File: src/rtl/clock_hms_gen.sv
// clock_hms_gen: hours/minutes/seconds clock with a field-select set FSM,
// a blinking edit field, four active-low 7-segment digits (gfedcba) and
// binary LED outputs. Page 0 shows HH:MM and page 1 shows MM:SS.
// Optional feature macro: CLOCK_HMS_ALARM_EN adds an alarm time (two more
// set modes) and a one-bit alarm output.
module clock_hms_gen #(
    parameter int CLK_HZ   = 100000000,
    parameter int SIM_DIV  = 100,
    parameter int HOUR_MAX = 24,
    parameter int BLINK_HZ = 2
) (
    input  logic       clk,
    input  logic       rst,
    input  logic       btnr,
    input  logic       btnl,
    input  logic       btnu,
    input  logic       en4sim,
    input  logic       mask4sim,
    output logic [6:0] disp3,
    output logic [6:0] disp2,
    output logic [6:0] disp1,
    output logic [6:0] disp0,
    output logic [4:0] hour_led,
    output logic [5:0] min_led,
    output logic [5:0] sec_led,
    output logic [2:0] mode
`ifdef CLOCK_HMS_ALARM_EN
    ,
    output logic       alarm
`endif
);

    localparam int CW = $clog2(CLK_HZ);
    localparam logic [CW-1:0] DIV_REAL_M1  = CW'(CLK_HZ - 1);
    localparam logic [CW-1:0] DIV_SIM_M1   = CW'(SIM_DIV - 1);
    localparam logic [CW-1:0] HALF_REAL_M1 = CW'(CLK_HZ / (2 * BLINK_HZ) - 1);
    localparam logic [CW-1:0] HALF_SIM_M1  = CW'(SIM_DIV / 2 - 1);
    localparam logic [CW-1:0] CNT_ONE      = CW'(1);
    localparam logic [4:0]    HOUR_LAST    = 5'(HOUR_MAX - 1);

    typedef enum logic [2:0] {
        M_RUN      = 3'd0,
        M_SET_SEC  = 3'd1,
        M_SET_MIN  = 3'd2,
        M_SET_HOUR = 3'd3,
        M_ALM_HOUR = 3'd4,
        M_ALM_MIN  = 3'd5
    } mode_e;

    // ---------------------------------------------------------------------
    // Helpers
    // ---------------------------------------------------------------------
    function automatic logic [5:0] inc60(input logic [5:0] v);
        if (v >= 6'd59) begin
            inc60 = 6'd0;
        end else begin
            inc60 = v + 6'd1;
        end
    endfunction

    function automatic logic [4:0] inc_hour(input logic [4:0] v);
        if (v >= HOUR_LAST) begin
            inc_hour = 5'd0;
        end else begin
            inc_hour = v + 5'd1;
        end
    endfunction

    function automatic logic [3:0] tens_of(input logic [5:0] v);
        tens_of = 4'(v / 6'd10);
    endfunction

    function automatic logic [3:0] ones_of(input logic [5:0] v);
        ones_of = 4'(v % 6'd10);
    endfunction

    function automatic logic [6:0] seg7(input logic [3:0] d);
        case (d)
            4'd0:    seg7 = 7'h40;
            4'd1:    seg7 = 7'h79;
            4'd2:    seg7 = 7'h24;
            4'd3:    seg7 = 7'h30;
            4'd4:    seg7 = 7'h19;
            4'd5:    seg7 = 7'h12;
            4'd6:    seg7 = 7'h02;
            4'd7:    seg7 = 7'h78;
            4'd8:    seg7 = 7'h00;
            4'd9:    seg7 = 7'h10;
            default: seg7 = 7'h7F;
        endcase
    endfunction

    function automatic mode_e next_mode(input mode_e m);
        case (m)
            M_RUN:      next_mode = M_SET_SEC;
            M_SET_SEC:  next_mode = M_SET_MIN;
            M_SET_MIN:  next_mode = M_SET_HOUR;
`ifdef CLOCK_HMS_ALARM_EN
            M_SET_HOUR: next_mode = M_ALM_HOUR;
            M_ALM_HOUR: next_mode = M_ALM_MIN;
`else
            M_SET_HOUR: next_mode = M_RUN;
`endif
            default:    next_mode = M_RUN;
        endcase
    endfunction

    // ---------------------------------------------------------------------
    // State
    // ---------------------------------------------------------------------
    mode_e          mode_q, mode_d;
    logic           page_q, page_d;
    logic           blink_q, blink_d;
    logic [CW-1:0]  blink_cnt_q, blink_cnt_d;
    logic [CW-1:0]  presc_q, presc_d;
    logic [4:0]     hour_q, hour_d;
    logic [5:0]     min_q, min_d;
    logic [5:0]     sec_q, sec_d;
`ifdef CLOCK_HMS_ALARM_EN
    logic [4:0]     alm_hour_q, alm_hour_d;
    logic [5:0]     alm_min_q, alm_min_d;
    logic           alarm_q, alarm_d;
`endif

    logic [CW-1:0]  div_m1_s;
    logic [CW-1:0]  half_m1_s;
    logic           tick_s;

    // Registered outputs
    logic [6:0]     disp3_q, disp2_q, disp1_q, disp0_q;
    logic [6:0]     disp3_d, disp2_d, disp1_d, disp0_d;
    logic [4:0]     hour_led_q, hour_led_d;
    logic [5:0]     min_led_q, min_led_d;
    logic [5:0]     sec_led_q, sec_led_d;

    // Display selection
    logic           page_s;
    logic           blank_s;
    logic [5:0]     left_val_s, right_val_s;
    logic           left_blank_s, right_blank_s;

    // Clock state register: time counters, prescaler, mode, page and blink.
    always_ff @(posedge clk) begin
        if (!rst) begin
            mode_q      <= M_RUN;
            page_q      <= 1'b0;
            blink_q     <= 1'b0;
            blink_cnt_q <= '0;
            presc_q     <= '0;
            hour_q      <= 5'd0;
            min_q       <= 6'd0;
            sec_q       <= 6'd0;
`ifdef CLOCK_HMS_ALARM_EN
            alm_hour_q  <= 5'd0;
            alm_min_q   <= 6'd0;
            alarm_q     <= 1'b0;
`endif
        end else begin
            mode_q      <= mode_d;
            page_q      <= page_d;
            blink_q     <= blink_d;
            blink_cnt_q <= blink_cnt_d;
            presc_q     <= presc_d;
            hour_q      <= hour_d;
            min_q       <= min_d;
            sec_q       <= sec_d;
`ifdef CLOCK_HMS_ALARM_EN
            alm_hour_q  <= alm_hour_d;
            alm_min_q   <= alm_min_d;
            alarm_q     <= alarm_d;
`endif
        end
    end

    // Next state: prescaler/tick, time advance, blink phase and button actions.
    always_comb begin
        mode_d      = mode_q;
        page_d      = page_q;
        blink_d     = blink_q;
        blink_cnt_d = blink_cnt_q;
        presc_d     = presc_q;
        hour_d      = hour_q;
        min_d       = min_q;
        sec_d       = sec_q;
        tick_s      = 1'b0;
`ifdef CLOCK_HMS_ALARM_EN
        alm_hour_d  = alm_hour_q;
        alm_min_d   = alm_min_q;
        alarm_d     = alarm_q;
`endif
        div_m1_s    = en4sim ? DIV_SIM_M1  : DIV_REAL_M1;
        half_m1_s   = en4sim ? HALF_SIM_M1 : HALF_REAL_M1;

        // Prescaler runs only in RUN; blink phase runs only while editing.
        // The >= also recovers if en4sim shrinks the divider mid-count.
        if (mode_q == M_RUN) begin
            if (presc_q >= div_m1_s) begin
                tick_s  = 1'b1;
                presc_d = '0;
            end else begin
                presc_d = presc_q + CNT_ONE;
            end
            blink_cnt_d = '0;
            blink_d     = 1'b0;
        end else begin
            presc_d = '0;
            if (blink_cnt_q >= half_m1_s) begin
                blink_cnt_d = '0;
                blink_d     = ~blink_q;
            end else begin
                blink_cnt_d = blink_cnt_q + CNT_ONE;
            end
        end

        // Seconds tick with carry chain sec -> min -> hour.
        if (tick_s) begin
            if (sec_q >= 6'd59) begin
                sec_d = 6'd0;
                if (min_q >= 6'd59) begin
                    min_d  = 6'd0;
                    hour_d = inc_hour(hour_q);
                end else begin
                    min_d = min_q + 6'd1;
                end
            end else begin
                sec_d = sec_q + 6'd1;
            end
        end else begin
            sec_d = sec_q;
        end

        // Buttons, highest priority first; a tick coinciding with btnl still lands.
        if (btnl) begin
            mode_d      = next_mode(mode_q);
            blink_d     = 1'b0;
            blink_cnt_d = '0;
        end else if (btnu) begin
            case (mode_q)
                M_SET_SEC:  sec_d      = inc60(sec_q);
                M_SET_MIN:  min_d      = inc60(min_q);
                M_SET_HOUR: hour_d     = inc_hour(hour_q);
`ifdef CLOCK_HMS_ALARM_EN
                M_ALM_HOUR: alm_hour_d = inc_hour(alm_hour_q);
                M_ALM_MIN:  alm_min_d  = inc60(alm_min_q);
`endif
                default:    mode_d     = mode_q;
            endcase
        end else if (btnr) begin
            case (mode_q)
                M_RUN:      page_d     = ~page_q;
                M_SET_SEC:  sec_d      = 6'd0;
                M_SET_MIN:  min_d      = 6'd0;
                M_SET_HOUR: hour_d     = 5'd0;
`ifdef CLOCK_HMS_ALARM_EN
                M_ALM_HOUR: alm_hour_d = 5'd0;
                M_ALM_MIN:  alm_min_d  = 6'd0;
`endif
                default:    mode_d     = mode_q;
            endcase
        end else begin
            mode_d = mode_q;
        end

`ifdef CLOCK_HMS_ALARM_EN
        // Alarm fires when the minute rolls over onto the alarm time and is
        // dismissed by any button or by the following minute change.
        if (btnl || btnu || btnr) begin
            alarm_d = 1'b0;
        end else if (tick_s && (sec_d == 6'd0) && (min_d == alm_min_q) &&
                     (hour_d == alm_hour_q)) begin
            alarm_d = 1'b1;
        end else if (min_d != min_q) begin
            alarm_d = 1'b0;
        end else begin
            alarm_d = alarm_q;
        end
`endif
    end

    // Display content: effective page, field values and blink blanking.
    always_comb begin
        blank_s       = blink_q & ~mask4sim;
        page_s        = page_q;
        left_blank_s  = 1'b0;
        right_blank_s = 1'b0;
        case (mode_q)
            M_SET_SEC:  page_s = 1'b1;
            M_SET_HOUR: page_s = 1'b0;
`ifdef CLOCK_HMS_ALARM_EN
            M_ALM_HOUR: page_s = 1'b0;
            M_ALM_MIN:  page_s = 1'b0;
`endif
            default:    page_s = page_q;
        endcase
        if (page_s) begin
            left_val_s  = min_q;
            right_val_s = sec_q;
        end else begin
            left_val_s  = {1'b0, hour_q};
            right_val_s = min_q;
        end
        case (mode_q)
            M_SET_SEC:  right_blank_s = blank_s;
            M_SET_MIN: begin
                if (page_s) begin
                    left_blank_s = blank_s;
                end else begin
                    right_blank_s = blank_s;
                end
            end
            M_SET_HOUR: left_blank_s = blank_s;
`ifdef CLOCK_HMS_ALARM_EN
            M_ALM_HOUR: begin
                left_val_s   = {1'b0, alm_hour_q};
                right_val_s  = alm_min_q;
                left_blank_s = blank_s;
            end
            M_ALM_MIN: begin
                left_val_s    = {1'b0, alm_hour_q};
                right_val_s   = alm_min_q;
                right_blank_s = blank_s;
            end
`endif
            default: begin
                left_blank_s  = 1'b0;
                right_blank_s = 1'b0;
            end
        endcase
        disp3_d    = left_blank_s  ? 7'h7F : seg7(tens_of(left_val_s));
        disp2_d    = left_blank_s  ? 7'h7F : seg7(ones_of(left_val_s));
        disp1_d    = right_blank_s ? 7'h7F : seg7(tens_of(right_val_s));
        disp0_d    = right_blank_s ? 7'h7F : seg7(ones_of(right_val_s));
        hour_led_d = (blank_s && (mode_q == M_SET_HOUR)) ? 5'd0 : hour_q;
        min_led_d  = (blank_s && (mode_q == M_SET_MIN))  ? 6'd0 : min_q;
        sec_led_d  = (blank_s && (mode_q == M_SET_SEC))  ? 6'd0 : sec_q;
    end

    // Output registers: display and LEDs lag the counters by one cycle.
    always_ff @(posedge clk) begin
        if (!rst) begin
            disp3_q    <= 7'h40;
            disp2_q    <= 7'h40;
            disp1_q    <= 7'h40;
            disp0_q    <= 7'h40;
            hour_led_q <= 5'd0;
            min_led_q  <= 6'd0;
            sec_led_q  <= 6'd0;
        end else begin
            disp3_q    <= disp3_d;
            disp2_q    <= disp2_d;
            disp1_q    <= disp1_d;
            disp0_q    <= disp0_d;
            hour_led_q <= hour_led_d;
            min_led_q  <= min_led_d;
            sec_led_q  <= sec_led_d;
        end
    end

    assign disp3    = disp3_q;
    assign disp2    = disp2_q;
    assign disp1    = disp1_q;
    assign disp0    = disp0_q;
    assign hour_led = hour_led_q;
    assign min_led  = min_led_q;
    assign sec_led  = sec_led_q;
    assign mode     = mode_q;
`ifdef CLOCK_HMS_ALARM_EN
    assign alarm    = alarm_q;
`endif

endmodule

File: config.mk
export PLATFORM = sky130hd
export DESIGN_NAME = clock_hms_gen
export DESIGN_NICKNAME = d
export VERILOG_FILES = /design/src/rtl/clock_hms_gen.sv
export SDC_FILE = /design/constraint.sdc
export NUM_CORES = 1
export LEC_CHECK = 0
export CORE_MARGIN = 8
export CORE_UTILIZATION = 55
export CTS_CLUSTER_SIZE = 20
export DETAILED_ROUTE_END_ITERATION = 8
export GPL_TIMING_DRIVEN = 0
export PLACE_DENSITY_LB_ADDON = 0.3
export SLEW_MARGIN = 20
export SYNTH_ARGS = -nofsm -noshare
export SYNTH_HDL_FRONTEND = slang
export SYNTH_SLANG_ARGS = --single-unit
File: constraint.sdc
create_clock -name clk -period 2.99 [get_ports clk]
set_input_delay 0.299 -clock clk [delete_from_list [all_inputs] [get_ports clk]]
set_output_delay 0.299 -clock clk [all_outputs]
set_load 0.05 [all_outputs]
==> metrics.yaml, run 1 <==
crit_start: "mode[0]"
period_needed_ps: 2870
yosys_most_used_dff: "dfxtp_1"
diodes: 0
slew_viol_final: 0
routed_via_density: 5.89
syn_area_mm2: 0.00713
min_path_cells: 2
grt_pass1_wl_um: 28800
swShare: 0.232
synth-async-reset-ratio: 0
powerDensity_mw_per_mm2: 486
reg2reg_to: "disp2[0]"
finalClockSkew_ps: 7.89
relSlewSlack: 0.431
wl_um: 17100
num_io_pins: 55
reg2regPathDepth: 11
vdd_drop_max_mv: 0.311
dieHeight_um: 130
place_congestion: 0.879
hold_path_end: "mode[0]"
clockRootBuffer: "clkbuf_16"
drc_errors: 0
ys_types: 92
synthTopCellsByArea: "dfxtp_1, ha_1, nor2_1"
fin_crit_sh: 0.962
power.net_switching_mw: 0.966
hold_violations: 0
crit_type: "reg -> reg"
avgSynthCellArea_um2: 8.87
r2r_slack_ps: 120
hold_buffers: 0
hpwlAfterDp_um: 12400
power_frac_clock: 0.534
cts_buffers: 17
power_frac_seq: 0.391
fmax_mhz: 348
synth_top_area_frac: 0.337
io_buffer_count: 51
finalSetupViolCount: 0
die_width_um: 130
yosysMostFrequentCell: "dfxtp_1"
ant_nets: 0
worstMarginPinSlew_ps: 847
leakagePower_nw: 3.37
path_clk_slew_ps: 50
wire_per_inst_um: 16.1
max_cap_violations: 0
cts-htree-levels: 4
power.internal_mw: 3.21
path_max_fanout: 10
clock_latency_ps: 430
placed_cell_area_mm2: 0.00786
drt-pass1-iter-count: 5
clk_path_buf_depth: 2
initial_core_util: 0.565
synth_cells: 804
rows: 41
p_total_mw: 4.17
fill_cells: 1019
cts.sinks: 120
drive_gt1_frac: 0.111
startpoint_type: "register"
vias: 6242
arrival_ps: 3190
critical_path_required_ps: 3300
run_status: "finished clean"
grt_antenna_before_repair: 0
crit_path_end_kind: "register"
synth_commonest_cells: "dfxtp_1, nor2_1, ha_1"
r2r-start: "mode[0]"
core_mm2: 0.0126
yosysTopAreaCell: "dfxtp_1"
synth.ff_latch_count: 120
ys_seq_area_frac: 0.337
areaGrowthSynthToFinish_pct: 20.2
grt_pass1_vias: 6360
nets: 942
fin_area_mm2: 0.00857
comb_power_share: 0.075
drt_first_iter_violations: 306
synth_warnings: 0
grt_start_max_net_pins: 30
synth_edf_count: 0
grt_overflow: 0
hold_class: "in -> reg"
min-delay-start: "btnl"
cts_tree: "yes"
grt.total_usage: 0.212
dieArea_mm2: 0.0169
-- layer usage --
| metal | share of wire | GRT usage | up-vias | wire, um |
|---|---|---|---|---|
| met5 | 0 | 0 | - | 0 |
| met2 | 0.51 | 0.384 | 200 | 8730 |
| met3 | 0.059 | 0.0559 | 50 | 1010 |
| met4 | 0.029 | 0.112 | 0 | 499 |
| met1 | 0.40 | 0.220 | 2970 | 6830 |
| li1 | - | - | 3022 | - |
-- what timing repair did --
| action | in CTS | in global routing |
|---|---|---|
| cloned | 0 | 0 |
| pin swaps | 0 | 1 |
| setup buffers | 0 | 2 |
| resized for setup | 1 | 12 |
| endpoints found under the setup margin | 2 | 10 |
-- worst max-delay path: stages (launching register included) --
cell	delay, ps
dfxtp_4	380
nand2b_1	160
buf_6	160
a221oi_4	330
o221ai_2	150
a221o_1	330
a21o_1	220
o21ai_2	190
inv_1	100
ha_1	210
mux2_1	320
a22o_1	220
-- how the worst max path moves through the flow --
stage	end	slack [ps]	depth (start not counted)
after global placement	min_q[5]	-890	9
final	disp2[0]	120	11
after detailed placement	blink_cnt_q[16]	-160	10
after CTS	disp2[0]	20	11
after floorplan	disp2[0]	100	11
after global routing	disp0[4]	-3	11
-- power groups by stage --
| stage | Combinational (mW) | Clock, mW | Sequential, mW |
|---|---|---|---|
| floorplan | 0.191 | 0 | 1.69 |
| global placement | 0.294 | 0 | 1.66 |
| detailed placement | 0.304 | 0 | 1.67 |
| CTS | 0.307 | 2.25 | 1.63 |
| global route | 0.341 | 2.33 | 1.63 |
| finish | 0.313 | 2.23 | 1.63 |
-- cell type report --
| cell class | instances | area (um^2) | share of cell area |
|---|---|---|---|
| clock buffer | 21 | 480 | 0.0560 |
| multi-input combinational | 633 | 4530 | 0.528 |
| timing repair buffer | 53 | 520 | 0.0607 |
| inverter | 18 | 67.6 | 0.00788 |
| sequential | 120 | 2410 | 0.281 |
| clock inverter | 11 | 169 | 0.0197 |
| tap | 172 | 215 | 0.0251 |
| buffer | 32 | 185 | 0.0216 |
-- state kept, by name, summed over array words and instances, names as in the netlist, 2 cells and up --
| name | count |
|---|---|
| disp0 | 7 |
| disp2 | 7 |
| disp3 | 7 |
| disp1 | 7 |
| hour_led | 5 |
| sec_q | 6 |
| mode | 2 |
| blink_cnt_q | 27 |
| min_q | 6 |
| hour_q | 5 |
| min_led | 6 |
| sec_led | 6 |
| presc_q | 27 |
-- metrics by stage --
step	utilization	cells	setup WS [ps]	hold slack (ps)	setup TNS, ps
after floorplan	-	805	95.7	439	0
after global placement	0.623	1028	-890	457	-51950
after detailed placement	0.623	1028	-157	480	-2770
after CTS	0.674	1058	17.2	275	0
after global routing	0.679	1060	-2.62	311	-2.62
final	0.679	1060	115	283	0
-- cells in the final DEF, fill, tap and decap left out, drive strengths merged, types with 12 or more instances in the layout --
cell type	count
dfxtp	120
nand2b	12
inv	18
mux2i	12
nand2	56
clkbuf	41
and2	29
xnor2	22
nand3	37
a21boi	13
a21o	13
clkdlybuf4s50	50
xor2	33
nand4	15
a21oi	33
nor3	16
buf	15
ha	60
nor2b	13
nor2	92
o21ai	39
-- cells by family after synthesis --
family          synth area share
fa+ha+maj                  0.108
simple gates               0.239
buf+inv                   0.0360
mux                       0.0305
flops                      0.337
other cells             0.000526
xor+xnor                  0.0686
compound gates             0.180
Power figures use the tool's default switching activity.
==> run 2: changes to the inputs <==
Settings changed: SLEW_MARGIN 20 to not set.
Clock period 2.99 ns to 3.1 ns, I/O delays scaled along.
==> run 2 against run 1 <==
Largest cell class unchanged. Clock power fell by 7%. Critical path type unchanged. Critical endpoint unchanged. Global-route usage fell by 0.17 points. Power fell by 5.4%.
==> metrics.yaml, run 2 (synthesis results as in run 1) <==
path_clk_slew_ps: 50  # about the same
worstMarginPinSlew_ps: 1140  # was 847 ps
wire_per_inst_um: 16.1  # about the same
hpwlAfterDp_um: 12400  # about the same
hold_class: "in -> reg"  # unchanged
postCtsSetupBuffers: 0  # unchanged
num_io_pins: 55  # unchanged
drc_errors: 0  # unchanged
path_delay_family: "compound AO/OA/AOI/OAI gates"  # unchanged
dieHeight_um: 130  # unchanged
crit_cells: 11  # unchanged
hold_violations: 0  # unchanged
relSlewSlack: 0.231  # was 0.431
power_frac_clock: 0.525  # was 0.534
areaGrowthSynthToFinish_pct: 18.9  # was 20.2%
rsz0062_at_grt: "false"
grt.total_usage: 0.210  # was 0.212
finalSetupViolCount: 0  # unchanged
power_frac_seq: 0.399  # was 0.391
critical_path_required_ps: 3410  # was 3300 ps
grt_start_max_net_pins: 30  # unchanged
grt_pass1_wl_um: 28500  # was 28800 um
r2r-start: "mode[0]"  # unchanged
min-delay-start: "btnl"  # unchanged
diodes: 0  # unchanged
r2r_slack_ps: 170  # was 120 ps
setup_ws_ps: 171  # was 115 ps
swShare: 0.229  # was 0.232
die_width_um: 130  # unchanged
core_mm2: 0.0126  # unchanged
vdd_drop_max_mv: 0.376  # was 0.311 mV
startpoint_type: "register"  # unchanged
wl_met1_um: 6900  # was 6830 um
endpoint: "disp2[0]"  # unchanged
max_cap_violations: 0  # unchanged
period_needed_ps: 2930  # was 2870 ps
grt_overflow: 0  # unchanged
fmax_mhz: 341  # was 348 MHz
wl_met3_um: 1050  # was 1010 um
nets: 940  # was 942
cts_buffers: 17  # unchanged
grt_pass1_vias: 6245  # was 6360
p_total_mw: 3.94  # was 4.17 mW
crit_path_end_kind: "register"  # unchanged
wl_um: 17000  # was 17100 um
path_max_fanout: 10  # unchanged
cts_tree: "yes"  # unchanged
final_core_util: 0.672  # was 0.679
routed_via_density: 5.88  # was 5.89
reg2regPathDepth: 11  # unchanged
most-common-layout-cells: "dfxtp_1, nor2_1, ha_1"  # unchanged
crit_buf_inv: 2  # unchanged
clk_path_buf_depth: 2  # unchanged
slew_viol_final: 0  # unchanged
holdWs_ps: 295  # was 283 ps
dp_cells: 1028  # unchanged
dieArea_mm2: 0.0169  # unchanged
cts.sinks: 120  # unchanged
worstPathCellList: "nand2b_1 -> buf_6 -> a221oi_2 -> o221ai_1 -> a221o_1 -> a21o_1 -> o21ai_2 -> inv_1 -> ha_1 -> mux2_1 -> a22o_1"  # was nand2b_1 -> buf_6 -> a221oi_4 -> o221ai_2 -> a221o_1 -> a21o_1 -> o21ai_2 -> inv_1 -> ha_1 -> mux2_1 -> a22o_1
placed_cell_area_mm2: 0.00786  # about the same
drt_first_iter_violations: 311  # was 306
cpMaxStageDelayCell: "dfxtp_2"  # was dfxtp_4
run_status: "finished clean"  # unchanged
leakagePower_nw: 3.34  # was 3.37 nW
top_layer_used: "met4"  # unchanged
reg2reg_to: "disp2[0]"  # unchanged
ant_nets: 0  # unchanged
arrival_ps: 3240  # was 3190 ps
powerDensity_mw_per_mm2: 465  # was 486 mW/mm^2
final_cells: 1057  # was 1060
clock_latency_ps: 420  # was 430 ps
place_congestion: 0.879  # unchanged
vias: 6214  # was 6242
layout_commonest_cell: "dfxtp_1"  # unchanged
hold_buffers: 0  # unchanged
clockRootBuffer: "clkbuf_16"  # unchanged
crit_type: "reg -> reg"  # unchanged
initial_core_util: 0.565  # unchanged
reg_top3: "blink_cnt_q (27), presc_q (27)"  # unchanged
fin_area_mm2: 0.00848  # was 0.00857 mm^2
cpPeakStageDelay_ps: 370  # was 380 ps
dr_wl_met2_um: 8630  # was 8730 um
fin_crit_sh: 0.945  # was 0.962
power.net_switching_mw: 0.905  # was 0.966 mW
finalClockSkew_ps: 6.40  # was 7.89 ps
drive_gt1_frac: 0.102  # was 0.111
io_buffer_count: 51  # unchanged
comb_power_share: 0.076  # was 0.075
tns_ps: 0  # unchanged
cts-htree-levels: 4  # unchanged
crit_start: "mode[0]"  # unchanged
power.internal_mw: 3.04  # was 3.21 mW
rows: 41  # unchanged
pre_cts_ws_ps: -928  # was -157 ps
fill_cells: 1047  # was 1019
drt-pass1-iter-count: 5  # unchanged
grt_antenna_before_repair: 0  # unchanged
run 2: changes by cell type in the layout (fill, tap and decap cells not counted), moves of 2 or more:
cell        delta
buf_4          -2
clkbuf_1       +4
clkbuf_8       -2
clkinv_2       +2
clkinvlp_4     -3
dfxtp_2        +2
dfxtp_4        -2
run 2: what timing repair did:
| item | CTS | global route |
|---|---|---|
| setup endpoints to repair | 65 | 23 |
| gates resized for setup | 3 | 5 |
| gates cloned | 0 | 0 |
run 2: worst reg2reg max path: stages (launching register included):
cell      delay, ps
dfxtp_2         370
nand2b_1        160
buf_6           160
a221oi_2        310
o221ai_1        190
a221o_1         350
a21o_1          250
o21ai_2         190
inv_1           100
ha_1            210
mux2_1          320
a22o_1          210
run 2: power groups by stage:
| stage | Clock [mW] | Sequential (mW) | Combinational [mW] |
|---|---|---|---|
| 2_1_floorplan | 0 | 1.63 | 0.184 |
| 3_3_place_gp | 0 | 1.61 | 0.283 |
| 3_5_place_dp | 0 | 1.61 | 0.293 |
| 4_1_cts | 2.10 | 1.57 | 0.295 |
| 5_1_grt | 2.17 | 1.58 | 0.326 |
| 6_report | 2.07 | 1.57 | 0.298 |
run 2: how the worst min path moves through the flow:
stage / endpoint / slack (ps) / depth (start not counted)
after floorplan: blink_cnt_q[25] / 440 / 2
after global placement: blink_cnt_q[25] / 460 / 2
after detailed placement: blink_cnt_q[0] / 480 / 1
after CTS: mode[0] / 290 / 2
after global routing: mode[0] / 310 / 2
final: mode[0] / 300 / 2
run 2: per-layer routing:
layer	track usage	vias up
met2	0.379	194
met1	0.223	2963
met4	0.0888	0
met3	0.0653	38
li1	-	3019
met5	0	-
run 2: cell type report:
type	count	area (um^2)	share of cell area
buffer	32	181	0.0214
timing repair buffer	51	510	0.0602
clock buffer	22	464	0.0547
sequential	120	2400	0.284
multi-input combinational	633	4490	0.529
inverter	18	67.6	0.00797
clock inverter	9	148	0.0174
tap	172	215	0.0254
